## src/rtl/mux_nch_rr.sv

```systemverilog
// N-channel WIDTH-bit mux, fixed or round-robin select, registered output one cycle after acceptance.
// Output beat is held stable while out_ready is low; no in_ready is raised until the beat can move.
module mux_nch_rr #(
    parameter int N_CH  = 4,
    parameter int WIDTH = 8,
    localparam int SEL_W = $clog2(N_CH)
) (
    input  logic                    clk,
    input  logic                    rst_n,
    input  logic                    en,
    input  logic                    sel_mode,
    input  logic [SEL_W-1:0]        sel_fix,
    input  logic [N_CH*WIDTH-1:0]   in_data,
    input  logic [N_CH-1:0]         in_valid,
    output logic [N_CH-1:0]         in_ready,
    output logic [WIDTH-1:0]        out_data,
    output logic [SEL_W-1:0]        out_ch,
    output logic                    out_valid,
    input  logic                    out_ready
);

    logic [WIDTH-1:0] out_data_q, out_data_d;
    logic [SEL_W-1:0] out_ch_q, out_ch_d;
    logic             out_valid_q, out_valid_d;
    logic [SEL_W-1:0] ptr_q, ptr_d;

    logic [SEL_W-1:0] gnt;
    logic             gnt_v;
    logic             load;
    int               idx;

    // Grant: fixed channel, or first valid channel scanning upward from ptr_q.
    always_comb begin
        gnt   = '0;
        gnt_v = 1'b0;
        idx   = 0;
        if (!sel_mode) begin
            if (int'(sel_fix) < N_CH) begin
                gnt   = sel_fix;
                gnt_v = in_valid[sel_fix];
            end
        end else begin
            for (int k = 0; k < N_CH; k++) begin
                idx = (int'(ptr_q) + k) % N_CH;
                if (!gnt_v && in_valid[idx]) begin
                    gnt   = SEL_W'(idx);
                    gnt_v = 1'b1;
                end
            end
        end
    end

    // rst_n gates load so no producer sees a handshake while reset is held.
    assign load = rst_n & en & gnt_v & (~out_valid_q | out_ready);

    always_comb begin
        for (int i = 0; i < N_CH; i++) begin
            in_ready[i] = load && (gnt == SEL_W'(i));
        end
    end

    always_comb begin
        out_data_d  = out_data_q;
        out_ch_d    = out_ch_q;
        out_valid_d = out_valid_q;
        ptr_d       = ptr_q;
        if (load) begin
            out_data_d  = in_data[int'(gnt)*WIDTH +: WIDTH];
            out_ch_d    = gnt;
            out_valid_d = 1'b1;
            if (sel_mode) begin
                ptr_d = (int'(gnt) == N_CH-1) ? '0 : gnt + SEL_W'(1);
            end
        end else if (out_ready && out_valid_q) begin
            out_valid_d = 1'b0;
        end
    end

    always_ff @(posedge clk) begin
        if (!rst_n) begin
            out_data_q  <= '0;
            out_ch_q    <= '0;
            out_valid_q <= 1'b0;
            ptr_q       <= '0;
        end else begin
            out_data_q  <= out_data_d;
            out_ch_q    <= out_ch_d;
            out_valid_q <= out_valid_d;
            ptr_q       <= ptr_d;
        end
    end

    assign out_data  = out_data_q;
    assign out_ch    = out_ch_q;
    assign out_valid = out_valid_q;

endmodule

```

## config.mk

```make
export PLATFORM = sky130hd
export DESIGN_NAME = mux_nch_rr
export DESIGN_NICKNAME = d
export VERILOG_FILES = /design/src/rtl/mux_nch_rr.sv
export SDC_FILE = /design/constraint.sdc
export NUM_CORES = 1
export LEC_CHECK = 0
export CORE_AREA = 2 2 54 56
export CTS_CLUSTER_DIAMETER = 50
export DETAILED_ROUTE_END_ITERATION = 10
export DIE_AREA = 0 0 56 58
export PLACE_DENSITY = 0.78
export SLEW_MARGIN = 20
export SYNTH_ARGS = -nofsm -noshare
export SYNTH_HDL_FRONTEND = slang
export SYNTH_SLANG_ARGS = --single-unit
```

## constraint.sdc

```tcl
create_clock -name clk -period 2.5 [get_ports clk]
set_input_delay 0.25 -clock clk [delete_from_list [all_inputs] [get_ports clk]]
set_output_delay 0.25 -clock clk [all_outputs]
set_load 0.01 [all_outputs]
```

# After elaboration in Yosys (flattened, before gate mapping)

Index checks and enable logic that the tools add are counted.

Bits in registers: 13
Input port bits: 43
Output and inout port bits: 15

Shifts and indexed selects: 1
Reduce and logical (&&, ||, !) cells: 17
Bitwise gates (word level): 8
Order comparisons: 5
$add $sub $neg: 4
Eq/ne operators: 4
Multiplexer cells: 29

Operators by type and width:

| cell                | number |
|---|---|
| $shiftx 32x6->8     | 1 |
| $mux 1              | 18 |
| $lt 3x4->1 const B  | 3 |
| $mux 2              | 6 |
| $bmux 1 s2          | 5 |
| $logic_and 1x1->1   | 8 |
| $lt 2x3->1 const B  | 2 |
| $reduce_or 2->1     | 3 |
| $add 2x1->2 const B | 2 |
| $add 2x2->2 const B | 2 |
| $eq 2x1->1 const B  | 2 |
| $eq 2x2->1 const B  | 2 |
| $and 1x1->1         | 3 |
| $and 1x1->1 const A | 3 |
| $logic_not 1->1     | 3 |
| $logic_not 2->1     | 1 |
| $reduce_and 2->1    | 1 |
| $reduce_bool 2->1   | 1 |
| $not 1->1           | 1 |
| $or 1x1->1          | 1 |

# Logic depth before layout (Yosys ltp)

Word-level depth: 20
Depth in mapped cells: 7
Mapped depth without buffers: 5

# Least setup slack after synthesis

No wires, ideal clock.

Path kind: flip-flop to output port
Start: reg ptr_q[1]
End: out in_ready[1]
Path slack: 0.557 ns
Path buffers: 2
Stages on the path, launching flop included: 8
Required time: 2.250 ns
Arrival time: 1.693 ns
Cell sequence: dfxtp_1 > buf_2 > mux2i_1 > nor2_1 > o32ai_1 > or2b_1 > buf_4 > nor2_1

Cells in the longest elaborated chain, start to end: 19
Elaborated cells on any way between the ends: 37
Those cells by class: add/sub: 3; eq/ne: 1; mux: 24; bitwise: 2; reduce/logical: 7

RTL lines:

| what                                                 | RTL line | text |
|---|---|---|
| start, declared                                      | 25       | `logic [SEL_W-1:0] ptr_q, ptr_d;` |
| start signal, assigned                               | 89       | `ptr_q <= ptr_d;` |
| branches (longest 18 deep; another with $add 2x1->2) | -        |  |
| $logic_and 1x1->1 *                                  | 58       | `in_ready[i] = load && (gnt == SEL_W'(i));` |
| end, declared                                        | 15       | `output logic [N_CH-1:0] in_ready,` |

Every way passes the cells marked *. The select of a mux whose other input is x is not followed.

# Worst setup path after layout

Start: in in_valid[2]
End: out in_ready[3]

Cells in the longest elaborated chain, start to end: 19
Elaborated cells on any way between the ends: 36
Those cells by class: eq/ne: 1; mux: 26; bitwise: 2; reduce/logical: 7

RTL lines:

| what                         | RTL line | text |
|---|---|---|
| start, declared              | 14       | `input logic [N_CH-1:0] in_valid,` |
| $bmux 1 s2                   | 45       | `if (!gnt_v && in_valid[idx]) begin` |
| $mux 1 (not written as such) | 45       |  |
| $mux 1                       | 45       |  |
| $mux 1                       | 37       | `if (!sel_mode) begin` |
| $logic_not 1->1              | 45       |  |
| $logic_and 1x1->1            | 45       |  |
| $mux 1                       | 45       |  |
| $mux 1                       | 37       |  |
| (+2 left out)                | -        |  |
| $mux 1                       | 45       |  |
| $mux 1                       | 37       |  |
| $logic_not 1->1              | 45       |  |
| $logic_and 1x1->1            | 45       |  |
| $mux 1                       | 45       |  |
| $mux 1                       | 37       |  |
| $and 1x1->1 (2 in series)    | 54       | `assign load = rst_n & en & gnt_v & (~out_valid_q \| out_ready);` |
| $logic_and 1x1->1 *          | 58       |  |

Every way passes the cells marked *; elsewhere a longest branch is shown, timed or not. The select of a mux whose other input is x is not followed.

==> results <==
[cell type report]
class	count	area, um2	area share [%]
timing repair buffer	80	730.7	42.20
inverter	3	11.26	0.6503
multi-input combinational	76	664.4	38.37
tap	31	38.79	2.240
clock buffer	4	26.28	1.517
sequential	13	260.3	15.03
[worst reg2reg max path: stages, from the launching register on]
cell,delay [ns]
dfxtp_1,0.38
nand4bb_1,0.23
o2111a_1,0.19
a211oi_4,0.30
buf_4,0.33
mux2i_1,0.29
o221ai_2,0.13
[repair_timing]
action | 4_1_cts | 5_1_grt
buffers inserted | 3 | 2
pin swaps | 3 | 2
gates resized for setup | 13 | 4
hold buffers | 0 | 0
setup endpoints to repair | 4 | 1
[through the flow]
step | setup slack, ns | std cells | hold slack, ns | power (mW) | utilization, %
finish | 0.08736 | 207 | 0.4781 | 0.6479 | 65.04
global route | 0.002180 | 207 | 0.5164 | 0.6840 | 65.04
CTS | 0.005407 | 205 | 0.4823 | 0.6468 | 64.43
detailed placement | -0.3210 | 198 | 0.4698 | 0.5139 | 62.17
global placement | -0.2196 | 198 | 0.4507 | 0.5069 | 62.17
floorplan | 0.5574 | 99 | 0.4038 | 0.3666 | -
[sequential cells by signal (all words and copies together), names as in the netlist]
register,count
out_valid,1
ptr_q,2
out_data,8
out_ch,2
[how the worst max path moves through the flow]
stage               cells past startpoint  slack [ns]           to         from
floorplan                               7        0.56  in_ready[1]     ptr_q[1]
global placement                        7       -0.22  in_ready[0]  in_valid[0]
detailed placement                      7       -0.32  in_ready[1]   sel_fix[0]
CTS                                     8       0.005  in_ready[1]     sel_mode
global route                            8       0.002  in_ready[3]  in_valid[2]
finish                                  8        0.09  in_ready[3]  in_valid[2]
[Yosys cell counts (2+ instances only)]
| cell type | number |
|---|---|
| mux2i_1 | 18 |
| dfxtp_1 | 13 |
| nand3_1 | 9 |
| nor2_1 | 8 |
| o221ai_2 | 8 |
| buf_6 | 3 |
| inv_1 | 3 |
| nand2_1 | 3 |
| nand2b_1 | 3 |
| a21boi_0 | 2 |
| a21oi_1 | 2 |
| buf_4 | 2 |
| nand4bb_1 | 2 |
| nor2b_1 | 2 |
| or2_1 | 2 |
[cells by family (layout without fill, tap and decap cells)]
family / count (synthesis) / after routing / synth area share, %
buf+inv: 10 / 87 / 7.160
compound gates: 20 / 20 / 22.14
flops: 13 / 13 / 27.08
mux: 19 / 19 / 21.48
xor+xnor: 1 / 1 / 0.9116
simple gates: 36 / 36 / 21.23
[power breakdown]
group          switching [mW]  leakage [nW]  internal, mW
Sequential             0.0131         0.107         0.226
Clock                  0.0658        0.0150        0.0616
Combinational           0.109         0.586         0.173
Total                   0.188         0.707         0.460
[layer usage]
| metal | part of all wire (%) | vias to the layer above | global-route usage (%) |
|---|---|---|---|
| met3 | 7.7 | 2 | 5.134 |
| met4 | 0.62 | 0 | 2.041 |
| li1 | - | 522 | - |
| met2 | 52 | 45 | 33.95 |
| met5 | 0 | - | 0 |
| met1 | 40 | 494 | 21.67 |
==> implementation parameters <==
Parameter                              Value

STA
  Post-route fraction of the period consumed by the critical path ... 96.51%
  Number of pins with negative max-slew slack in the final report ... 0
  Slew of the pin with the lowest slew margin ... 0.3013 ns
  Worst-case headroom to the max-slew limit ... 79.91%
  Maximum operating frequency ... 414.5 MHz
  Final setup violation count ... 0
  RSZ-0062 raised after global routing ... false
  Number of failing hold endpoints at the final stage ... 0
  Setup clock skew after layout ... 0.005721 ns
  Shortest clock period the worst path allows after layout ... 2.413 ns
  Summed negative setup slack over all endpoints ... 0 ns

Synth
  Synthesized instance count ... 99
  Count of state elements after synthesis ... 13
  Yosys warns ... 0
  Share of synthesized flip-flops with an asynchronous set or reset ... 0%
  Dominant cells by area after synthesis ... dfxtp_1 27%, mux2i_1 19%, o221ai_2 13%
  Post-synth EDFFs ... 0
  Ys flop type ... dfxtp_1
  Yosys cell types ... 34
  Cell taking the most area after synthesis ... dfxtp_1
  Sequential area share after synthesis ... 27.08%
  Avg Cell Area, Syn ... 9.706 um2
  Portion of synthesized cell area occupied by the leading cell type ... 27.08%
  Synthesized cell area ... 960.9 um2
  Nets in the synthesized netlist ... 142

Worst hold path
  Beginning of the worst hold path ... out_ch[0]
  Worst min-delay path category ... reg -> reg
  Cell depth of the worst min-delay path ... 2
  Hold-critical path endpoint ... out_ch[0]

Layout
  Most frequent cells in the layout ... 50 x clkdlybuf4s50_1, 23 x buf_4, 18 x mux2i_1, 13 x dfxtp_1
  Post-route cell area ... 1732 um2
  Fill cell instance count of the final layout ... 222
  Most common cell after layout, fill and taps aside ... clkdlybuf4s50_1
  Share of cells above drive strength 1 ... 25.57%
  Layout overhead on the synthesized area ... 80.21%
  Antenna diode count ... 0
  Number of nets in the layout ... 220

Power and ir drop
  Power per Cell Area ... 374.2 nW/um2
  VDD IR max ... 0.0003472 V
  Leakage Power ... 0.7071 nW

Placed design
  Number of buffers inserted by port buffering ... 57
  Placed instance area ... 1655 um2
  Half-perimeter wire length of the detailed placement result ... 2324 um
  Final RePlAce weighted congestion ... 0.8662

GRT
  First-pass GRT wire length ... 4823 um
  Maximum number of pins on one net before global-route repair ... 17
  Gr ovfl total ... 0
  GRT Util Overall ... 18.27%
  Number of global-route vias before repair ... 1,077
  Antenna violations before repair ... 0

Floorplanning
  Number of placed I/O pins ... 58
  Total number of placement rows ... 19
  Chip Height ... 58 um
  Core Area ... 2663 um2
  Full die area ... 3248 um2
  Initial standard-cell utilization of the core ... 36.09%
  Die width ... 56 um

CTS
  CTS tree ... built
  Buffer depth of the longest clock path ... 2
  Clock latency on the worst-skew pair ... 0.27 ns
  Clock buffer count from CTS ... 3
  TritonCTS sink count ... 13
  Clk pin slew, worst setup/hold paths ... 0.08 ns
  H-Tree Level Count ... 1
  Clock root buffer ... clkbuf_4

Worst setup path
  Register-to-register setup slack ... 0.52 ns
  Worst reg2reg path startpoint ... ptr_q[1]
  Logic depth of the worst register-to-register path ... 6
  Max Fanout on Critical Path ... 4
  Arrival time worst endpoint ... 2.16 ns
  Cell breakdown of the critical path ... clkdlybuf4s50_1 > buf_4 > o311ai_2 > o32ai_2 > or2b_1 > buf_4 > nor2_1 > dlygate4sd2_1
  Startpoint Class ... primary input
  Critical path type ... in -> out
  Worst reg2reg endpoint ... out_data[3]
  Slowest cell on the critical path ... clkdlybuf4s50_1
  Crit path buf inv count ... 4
  Cell mode on critical path ... buf_4
  Kind of cell adding the most delay to the critical path ... buffers and inverters
  Critical path's largest stage delay ... 0.53 ns
  Required time of the critical path ... 2.25 ns
  Capturing element type of the critical path ... primary output

Drt
  DRC violations left ... 0
  Drt total wl ... 2887 um
  Vias per cell ... 5.135
  Detailed router's first-iteration violation count ... 25
  Antenna Nets Post-Route ... 0
  Routed WL per cell ... 13.95 um
  Total via count in the routed design ... 1,063
  Number of iterations in the first detailed-routing pass ... 4

Run status
  Run status ... finished clean

Flow run
  Maximum Capacitance Violations ... 0
(Power assumes the default switching activity.)
